File: config.mk
export PLATFORM = sky130hd
export DESIGN_NAME = multicycle_controller_flat
export DESIGN_NICKNAME = d
export VERILOG_FILES = /design/src/rtl/multicycle_controller_pkg.sv /design/src/rtl/multicycle_controller_if.sv /design/src/rtl/multicycle_controller_alu_decoder.sv /design/src/rtl/multicycle_controller.sv /design/src/flat_wrapper.sv
export SDC_FILE = /design/constraint.sdc
export NUM_CORES = 1
export LEC_CHECK = 0
export ABC_AREA = 1
export BUFFER_PORTS_ARGS = -buffer_cell sky130_fd_sc_hd__buf_2
export CAP_MARGIN = 5
export CORE_MARGIN = 1.5
export CORE_UTILIZATION = 43
export CTS_CLUSTER_DIAMETER = 80
export CTS_CLUSTER_SIZE = 30
export DETAILED_ROUTE_END_ITERATION = 8
export PLACE_DENSITY = 0.77
export RECOVER_POWER = 25
export SLEW_MARGIN = 20
export SYNTH_ARGS = -nofsm -noshare
export SYNTH_HDL_FRONTEND = slang
export SYNTH_SLANG_ARGS = --single-unit
File: constraint.sdc
create_clock -name clk -period 2.25 [get_ports clk]
set_input_delay 0.45 -clock clk [delete_from_list [all_inputs] [get_ports clk]]
set_output_delay 0.45 -clock clk [all_outputs]
set_load 0.01 [all_outputs]
File: src/rtl/multicycle_controller_pkg.sv
// Shared encodings for the multicycle RISC-V control unit.
// Covers FSM states, opcodes, ALU codes and the immediate-format decode.
package multicycle_pkg;

  typedef enum logic [3:0] {
    S_FETCH    = 4'd0,
    S_DECODE   = 4'd1,
    S_MEMADR   = 4'd2,
    S_MEMREAD  = 4'd3,
    S_MEMWB    = 4'd4,
    S_MEMWRITE = 4'd5,
    S_EXECUTER = 4'd6,
    S_EXECUTEI = 4'd7,
    S_ALUWB    = 4'd8,
    S_BRANCH   = 4'd9,
    S_JAL      = 4'd10
  } state_e;

  localparam logic [6:0] OP_LOAD   = 7'b0000011;
  localparam logic [6:0] OP_STORE  = 7'b0100011;
  localparam logic [6:0] OP_RTYPE  = 7'b0110011;
  localparam logic [6:0] OP_ITYPE  = 7'b0010011;
  localparam logic [6:0] OP_BRANCH = 7'b1100011;
  localparam logic [6:0] OP_JAL    = 7'b1101111;

  localparam logic [2:0] ALU_ADD = 3'b000;
  localparam logic [2:0] ALU_SUB = 3'b001;
  localparam logic [2:0] ALU_AND = 3'b010;
  localparam logic [2:0] ALU_OR  = 3'b011;
  localparam logic [2:0] ALU_SLT = 3'b101;

  localparam logic [1:0] ALUOP_ADD   = 2'b00;
  localparam logic [1:0] ALUOP_SUB   = 2'b01;
  localparam logic [1:0] ALUOP_FUNCT = 2'b10;

  localparam logic [1:0] IMM_I = 2'b00;
  localparam logic [1:0] IMM_S = 2'b01;
  localparam logic [1:0] IMM_B = 2'b10;
  localparam logic [1:0] IMM_J = 2'b11;

  function automatic logic [1:0] imm_decode(input logic [6:0] opcode);
    case (opcode)
      OP_LOAD, OP_ITYPE: imm_decode = IMM_I;
      OP_STORE:          imm_decode = IMM_S;
      OP_BRANCH:         imm_decode = IMM_B;
      OP_JAL:            imm_decode = IMM_J;
      default:           imm_decode = IMM_I;
    endcase
  endfunction

endpackage

File: src/rtl/multicycle_controller_if.sv
// Controller <-> datapath bundle: instruction fields and zero flag in, enables and selects out.
interface multicycle_controller_if;
  logic [6:0] opcode;
  logic [2:0] funct3;
  logic       funct7_5;
  logic       zero;
  logic       pc_write;
  logic       adr_src;
  logic       mem_write;
  logic       ir_write;
  logic       reg_write;
  logic [1:0] result_src;
  logic [1:0] alu_src_a;
  logic [1:0] alu_src_b;
  logic [1:0] imm_src;
  logic [2:0] alu_control;
  logic       retire;
  logic       illegal_instr;

  modport master (
    input  opcode, funct3, funct7_5, zero,
    output pc_write, adr_src, mem_write, ir_write, reg_write, result_src,
           alu_src_a, alu_src_b, imm_src, alu_control, retire, illegal_instr
  );

  modport slave (
    output opcode, funct3, funct7_5, zero,
    input  pc_write, adr_src, mem_write, ir_write, reg_write, result_src,
           alu_src_a, alu_src_b, imm_src, alu_control, retire, illegal_instr
  );
endinterface

File: src/rtl/multicycle_controller_alu_decoder.sv
// Combinational ALU decoder; also usable by the single-cycle control unit.
module alu_decoder
  import multicycle_pkg::*;
(
  input  logic [1:0] alu_op,
  input  logic [2:0] funct3,
  input  logic       funct7_5,
  input  logic       op5,
  output logic [2:0] alu_control
);
  always_comb begin
    alu_control = ALU_ADD;
    case (alu_op)
      ALUOP_SUB: alu_control = ALU_SUB;
      ALUOP_FUNCT: begin
        case (funct3)
          // funct7_5 is an immediate bit for I-type, so only R-type (op5) may sub
          3'b000:  alu_control = (funct7_5 && op5) ? ALU_SUB : ALU_ADD;
          3'b010:  alu_control = ALU_SLT;
          3'b110:  alu_control = ALU_OR;
          3'b111:  alu_control = ALU_AND;
          default: alu_control = ALU_ADD;
        endcase
      end
      default: alu_control = ALU_ADD;
    endcase
  end
endmodule

File: src/rtl/multicycle_controller.sv
// Multicycle control FSM: registered state, outputs decoded combinationally from state and fields.
module multicycle_controller
  import multicycle_pkg::*;
(
  input  logic                    clk,
  input  logic                    reset,
  multicycle_controller_if.master bus
);
  state_e     state;
  logic       pc_w, mem_w, ir_w, reg_w, ret, illegal;
  logic [1:0] alu_op;
  logic       legal_op;

  always_comb begin
    case (bus.opcode)
      OP_LOAD, OP_STORE, OP_RTYPE, OP_ITYPE, OP_BRANCH, OP_JAL: legal_op = 1'b1;
      default: legal_op = 1'b0;
    endcase
  end

  always_ff @(posedge clk) begin
    if (reset) state <= S_FETCH;
    else begin
      case (state)
        S_FETCH: state <= S_DECODE;
        S_DECODE: begin
          case (bus.opcode)
            OP_LOAD, OP_STORE: state <= S_MEMADR;
            OP_RTYPE:          state <= S_EXECUTER;
            OP_ITYPE:          state <= S_EXECUTEI;
            OP_BRANCH:         state <= S_BRANCH;
            OP_JAL:            state <= S_JAL;
            default:           state <= S_FETCH;
          endcase
        end
        S_MEMADR:   state <= bus.opcode[5] ? S_MEMWRITE : S_MEMREAD;
        S_MEMREAD:  state <= S_MEMWB;
        S_EXECUTER: state <= S_ALUWB;
        S_EXECUTEI: state <= S_ALUWB;
        S_JAL:      state <= S_ALUWB;
        default:    state <= S_FETCH;
      endcase
    end
  end

  always_comb begin
    pc_w           = 1'b0;
    mem_w          = 1'b0;
    ir_w           = 1'b0;
    reg_w          = 1'b0;
    ret            = 1'b0;
    illegal        = 1'b0;
    alu_op         = ALUOP_ADD;
    bus.adr_src    = 1'b0;
    bus.result_src = 2'b00;
    bus.alu_src_a  = 2'b00;
    bus.alu_src_b  = 2'b00;
    case (state)
      S_FETCH: begin
        ir_w = 1'b1; pc_w = 1'b1;
        bus.alu_src_b = 2'b10; bus.result_src = 2'b10;
      end
      S_DECODE: begin
        bus.alu_src_a = 2'b01; bus.alu_src_b = 2'b01;
        illegal = !legal_op; ret = !legal_op;
      end
      S_MEMADR: begin
        bus.alu_src_a = 2'b10; bus.alu_src_b = 2'b01;
      end
      S_MEMREAD: bus.adr_src = 1'b1;
      S_MEMWB: begin
        bus.result_src = 2'b01; reg_w = 1'b1; ret = 1'b1;
      end
      S_MEMWRITE: begin
        bus.adr_src = 1'b1; mem_w = 1'b1; ret = 1'b1;
      end
      S_EXECUTER: begin
        bus.alu_src_a = 2'b10; alu_op = ALUOP_FUNCT;
      end
      S_EXECUTEI: begin
        bus.alu_src_a = 2'b10; bus.alu_src_b = 2'b01; alu_op = ALUOP_FUNCT;
      end
      S_ALUWB: begin
        reg_w = 1'b1; ret = 1'b1;
      end
      S_BRANCH: begin
        bus.alu_src_a = 2'b10; alu_op = ALUOP_SUB; ret = 1'b1;
        // funct3[0] flips beq into bne
        pc_w = bus.zero ^ bus.funct3[0];
      end
      S_JAL: begin
        bus.alu_src_a = 2'b01; bus.alu_src_b = 2'b10; pc_w = 1'b1;
      end
      default: ;
    endcase
  end

  // reset aborts the instruction: no architectural write in the reset cycle
  assign bus.pc_write      = pc_w    & ~reset;
  assign bus.mem_write     = mem_w   & ~reset;
  assign bus.ir_write      = ir_w    & ~reset;
  assign bus.reg_write     = reg_w   & ~reset;
  assign bus.retire        = ret     & ~reset;
  assign bus.illegal_instr = illegal & ~reset;
  assign bus.imm_src       = imm_decode(bus.opcode);

  alu_decoder u_alu_dec (
    .alu_op      (alu_op),
    .funct3      (bus.funct3),
    .funct7_5    (bus.funct7_5),
    .op5         (bus.opcode[5]),
    .alu_control (bus.alu_control)
  );
endmodule

File: src/flat_wrapper.sv
// flat-port wrapper written by rule: the top's interface ports become plain ports
module multicycle_controller_flat import multicycle_pkg::*;
  (clk, reset, bus_opcode, bus_funct3, bus_funct7_5, bus_zero, bus_pc_write, bus_adr_src, bus_mem_write, bus_ir_write, bus_reg_write, bus_result_src, bus_alu_src_a, bus_alu_src_b, bus_imm_src, bus_alu_control, bus_retire, bus_illegal_instr);
  multicycle_controller_if bus_i ();
  input  logic clk;
  input  logic reset;
  input wire logic [$bits(bus_i.opcode)-1:0] bus_opcode;
  input wire logic [$bits(bus_i.funct3)-1:0] bus_funct3;
  input wire logic [$bits(bus_i.funct7_5)-1:0] bus_funct7_5;
  input wire logic [$bits(bus_i.zero)-1:0] bus_zero;
  output wire logic [$bits(bus_i.pc_write)-1:0] bus_pc_write;
  output wire logic [$bits(bus_i.adr_src)-1:0] bus_adr_src;
  output wire logic [$bits(bus_i.mem_write)-1:0] bus_mem_write;
  output wire logic [$bits(bus_i.ir_write)-1:0] bus_ir_write;
  output wire logic [$bits(bus_i.reg_write)-1:0] bus_reg_write;
  output wire logic [$bits(bus_i.result_src)-1:0] bus_result_src;
  output wire logic [$bits(bus_i.alu_src_a)-1:0] bus_alu_src_a;
  output wire logic [$bits(bus_i.alu_src_b)-1:0] bus_alu_src_b;
  output wire logic [$bits(bus_i.imm_src)-1:0] bus_imm_src;
  output wire logic [$bits(bus_i.alu_control)-1:0] bus_alu_control;
  output wire logic [$bits(bus_i.retire)-1:0] bus_retire;
  output wire logic [$bits(bus_i.illegal_instr)-1:0] bus_illegal_instr;
  assign bus_i.opcode = bus_opcode;
  assign bus_i.funct3 = bus_funct3;
  assign bus_i.funct7_5 = bus_funct7_5;
  assign bus_i.zero = bus_zero;
  assign bus_pc_write = bus_i.pc_write;
  assign bus_adr_src = bus_i.adr_src;
  assign bus_mem_write = bus_i.mem_write;
  assign bus_ir_write = bus_i.ir_write;
  assign bus_reg_write = bus_i.reg_write;
  assign bus_result_src = bus_i.result_src;
  assign bus_alu_src_a = bus_i.alu_src_a;
  assign bus_alu_src_b = bus_i.alu_src_b;
  assign bus_imm_src = bus_i.imm_src;
  assign bus_alu_control = bus_i.alu_control;
  assign bus_retire = bus_i.retire;
  assign bus_illegal_instr = bus_i.illegal_instr;
  multicycle_controller u_core (.clk(clk), .reset(reset), .bus(bus_i));
endmodule
# Word level (Yosys, flattened, before mapping)
# Cells that the tools add are included.
[word_totals]
output_inout_bits = 18
regBits = 4
inputBits = 14
[op_classes]
n_eq_ne = 21
reduce_logical = 15
bitwise = 8
muxes = 19
[op_table]
columns = ["op", "n"]
rows = [
  ["4-bit case mux with 5 select lines", 2],
  ["4-bit by 3-bit == test with 1-bit output, second input constant", 4],
  ["2-bit case mux with 2 select lines", 4],
  ["7-bit by 6-bit == test with 1-bit output, second input constant", 2],
  ["7-bit == test, second input constant", 2],
  ["4-bit == test, second input constant", 3],
  ["3-bit case mux with 4 select lines", 1],
  ["2-bit OR reduction", 6],
  ["4-bit by 2-bit == test with 1-bit output, second input constant", 2],
  ["4-bit OR reduction", 2],
  ["7-bit by 2-bit == test with 1-bit output, second input constant", 1],
  ["7-bit by 5-bit == test with 1-bit output, second input constant", 1],
  ["1-bit two-way mux", 7],
  ["1-bit bitwise AND", 6],
  ["3-bit == test, second input constant", 2],
  ["2-bit case mux with 3 select lines", 1],
  ["3-bit case mux with 2 select lines", 1],
  ["3-bit OR reduction", 2],
  ["6-bit OR reduction", 1],
  ["4-bit by 1-bit == test with 1-bit output, second input constant", 1],
  ["4-bit zero test", 1],
  ["1-bit case mux with 2 select lines", 2],
  ["3-bit by 2-bit == test with 1-bit output, second input constant", 1],
  ["3-bit zero test", 1],
  ["7 further kinds", 7],
]

# Longest topological paths before layout
[logic_depth]
ltp_word = 6
ltp_mapped = 8

# By module
# A second synthesis with hierarchy kept.
[unflattened]
cells_unflattened = 102
area_unflattened_um2 = 561.8
[by_module_without_submodules]
columns = ["module", "cells_per_inst", "instances", "seq_area_each_um2", "area_each_um2"]
rows = [
  ["multicycle_controller", 85, 1, 80.1, 470.5],
  ["alu_decoder", 17, 1, 0.0, 91.3],
]

# Worst setup path after synthesis
# OpenSTA, ideal clock, no wires.
[synth_timing]
kind = "flip-flop to output port"
startpoint = "reg u_core.state[1]"
endpoint = "out bus_alu_control[0]"
stages_incl_launch_ff = 9
n_path_buf = 0
slack_ps = 324
t_arrival_ps = 1476
path_cell_list = "dfxtp_1 -> inv_2 -> nand2_2 -> nor2_1 -> inv_1 -> ha_1 -> inv_1 -> nand3_1 -> o221ai_1"
[synth_between]
elab_chain_cells = 5
elab_cells_between_ends = 8
classes_between = "eq/ne: 5; mux: 2; reduce/logical: 1"
[synth_lines]
columns = ["element", "line_no", "text"]
rows = [
  ["start, declared", "multicycle_controller.sv:9", "state_e state;"],
  ["start signal, assigned", "multicycle_controller.sv:36", "S_MEMADR: state <= bus.opcode[5] ? S_MEMWRITE : S_MEMREAD;"],
  ["4-bit by 3-bit == test with 1-bit output", "multicycle_controller.sv:58", "case (state)"],
  ["2-bit OR reduction (no line)", "n/a", ""],
  ["2-bit case mux with 2 select lines *", "multicycle_controller.sv:58", ""],
  ["2-bit == test / 2-bit by 1-bit == test with 1-bit output (equally long branches)", "multicycle_controller_alu_decoder.sv:13", "case (alu_op)"],
  ["3-bit case mux with 2 select lines *", "multicycle_controller_alu_decoder.sv:13", ""],
  ["end, declared", "flat_wrapper.sv:20", "output wire logic [$bits(bus_i.alu_control)-1:0] bus_alu_control;"],
]
# Every way passes the cells marked *; elsewhere a longest branch is shown, timed or not.

# Worst setup path in the final report
# Same ends and word-level chain as after synthesis.

==> metrics.md <==
| Metric | Value |
|---|---|
| Slew Viols, Final | `0` |
| DR WL met2 | `791 µm` |
| Clock buffer count from CTS | `3` |
| M1 WL | `611 µm` |
| Top-count cell post-synth | `nand2_1` |
| DRT Pass-1 Iters | `4` |
| Combinational Power Share | `31.9%` |
| Max Clk Rate | `464 MHz` |
| Final ANT Viol Nets | `0` |
| Chip width | `slightly below 40 µm` |
| Biggest regs | `u_core.state: 4 flops` |
| Clk slew on worst S/H paths | `around 40 ps` |
| Max Root-Sink Buffers | `2` |
| Worst Path Arrival | `1700 ps` |
| Slew HR | `74.9%` |
| IO Count | `32` |
| GRT Overall Usage | `between 20% and 30%` |
| Max rail drop VDD | `184 µV` |
| First-pass GRT wire length | `around 2.3 mm` |
| Drt wl/cell | `9.98 µm` |
| Area contributors post-synth | `nand2_1, nor2_1, dfxtp_1, inv_1, nand3_1` |
| Seq/Total Area, Yosys | `13.9%` |
| H-tree depth | `1` |
| Num Clock Sinks | `4` |
| Largest net degree at the start of global routing | `9` |
| Cell taking the most area after synthesis | `nand2_1` |
| P_sw | `between 80 and 90 µW` |
| Most flop-heavy register | `u_core.state` |
| Maxcap violations | `0` |
| RD Place Congestion | `0.825` |
| Die area | `1570 µm²` |
| Post-DP HPWL | `~1.3 mm` |
| Netlist Area Pre-Place | `~580 µm²` |
| Placement Cell Area | `747 µm²` |
| Mapped Cells | `roughly 110` |
| Dpl cells | `156` |
| Clock Skew | `6.37 ps` |
| Vias post-DR | `830` |
| Core area | `1270 µm²` |
| Synthesis-to-finish area growth | `43.4%` |
| Post-synth top cells | `nand2_1, nor2_1, inv_1` |
| Total power | `245 µW` |
| Post-route insts no fill | `approximately 160` |
| Synth Flop Type | `dfxtp_1` |
| Largest register FFs | `4` |
| Final Core Density | `65.2%` |
| Initial Util | `a little under half` |
| Design Area, Final | `about 830 µm²` |
| Synthesized area per cell | `slightly above 5 µm²` |
| Hold_ws | `482 ps` |
| Number of distinct library cells after synthesis | `20` |
| Ys async rst share | `0%` |
| Tmin final | `roughly 2200 ps` |
| Min-delay worst type | `in2reg` |
| Vias in the first global route | `648` |
| Die height | `between 30 and 40 µm` |
| P per Cell Area | `between 200 and 300 nW/µm²` |
| Drt total wl | `1.62 mm` |
| Yosys top cell area share | `19.5%` |
| Worst Path Class, Setup | `reg2out` |
| Worst Path Required | `1800 ps` |
| Count of standard-cell rows | `13` |
| Diode count | `0` |
| Syn nets | `around 130` |
| Port bufs | `31` |
| Status | `completed` |
| CTS root buffer | `clkbuf_4` |
| Switching part of the total | `33.6%` |
| Initial antenna violation count | `0` |
| Lkg Pwr | `0.486 nW` |
| Final-layout fill cell count | `134` |
| Power Internal | `163 µW` |
| Grt ovf | `0` |
| Post-synth EDFFs | `0` |
| Synth warn | `0` |
| Slew @ Worst Pin | `376 ps` |
| Crit Path Max Fanout | `4` |
| Top layer in use | `met4` |
| Endpoints failing setup | `0` |
| Final period utilization | `between 90 and 100%` |
| WL met3 | `124 µm` |
| Starting DRC count in detailed routing | `9` |
| Startpoint Class | `register` |
| Vias per inst | `5.12` |
| Layout cells sized above 1 | `39.5%` |
| Final #Nets | `165` |
| Worst skew pair latency | `~240 ps` |
| Final hold violation count | `0` |
| CTS tree | `yes` |
| DRC viols | `0` |
| Clock Power Share | `37.2%` |
| Critical path endpoint category | `output port` |
| Number of synthesized register bits | `4` |
| Reg power frac | `30.9%` |
==> metal layers <==
layer / vias to the layer above / track usage, %
li1: 419 / -
met1: 355 / 21.3
met2: 44 / 40.6
met3: 12 / 3.41
met4: 0 / 15.5
met5: - / 0
==> worst paths after layout <==
path / to / from / slack (ps) / depth (start not counted)
worst min-delay path: u_core.state[1] / reset / 480 / 2
worst max register to register: u_core.state[2] / u_core.state[2] / 920 / 5
worst max-delay path: bus_alu_control[0] / u_core.state[1] / 100 / 9
worst min register to register: u_core.state[1] / u_core.state[1] / 650 / 4
==> critical path, cell delays in order, from the launching register on <==
cell	delay (ps)
dfxtp_4	350
inv_4	80
nand2_4	70
nor2_4	140
inv_2	50
ha_1	290
inv_2	90
nand3_4	80
o221ai_2	170
buf_2	150
==> per-stage QoR <==
stage / setup slack (ps) / TNS [ps]
6_report: 95.2 / 0
5_1_grt: -27.4 / -27.4
4_1_cts: 0.386 / 0
3_5_place_dp: 144 / 0
3_3_place_gp: 213 / 0
2_1_floorplan: 324 / 0
==> repair_timing <==
item	CTS	global route
buffers inserted	1	2
hold buffers	0	0
resized for setup	4	12
pin swaps	0	2
setup endpoints to repair	2	3
==> power by group through the flow <==
| stage | logic (mW) | registers (mW) | clock network, mW |
|---|---|---|---|
| finish | 0.0783 | 0.0758 | 0.0913 |
| global route | 0.0880 | 0.0760 | 0.0983 |
| CTS | 0.0762 | 0.0762 | 0.0936 |
| detailed placement | 0.0752 | 0.0770 | 0 |
| global placement | 0.0740 | 0.0768 | 0 |
| floorplan | 0.0441 | 0.0765 | 0 |
==> cell families (layout without fill, tap and decap cells) <==
family | after synthesis | after routing | share of synthesized area [%]
buf+inv | 22 | 58 | 14.3
flops | 4 | 4 | 13.9
simple gates | 73 | 73 | 57.5
compound gates | 10 | 10 | 9.98
fa+ha+maj | 2 | 2 | 4.34
==> layout make-up <==
class                      instances  area (µm²)  area share (%)
clock buffer                       3        22.5            2.72
sequential                         4        87.6            10.6
timing repair buffer              34         176            21.3
tap                               15        18.8            2.27
inverter                          21        81.3            9.83
multi-input combinational         85         440            53.3
==> placed cells by master (no fill, tap or decap), drive strengths merged <==
cell type	instances
nand2	33
nand3	9
or2	1
a21oi	5
nor3	3
o221ai	1
nand4	1
inv	21
buf	33
o21ai	2
a31oi	1
ha	2
dfxtp	4
o211ai	1
nor2	26
clkbuf	4
No activity file was read; power rests on OpenSTA's default activity.
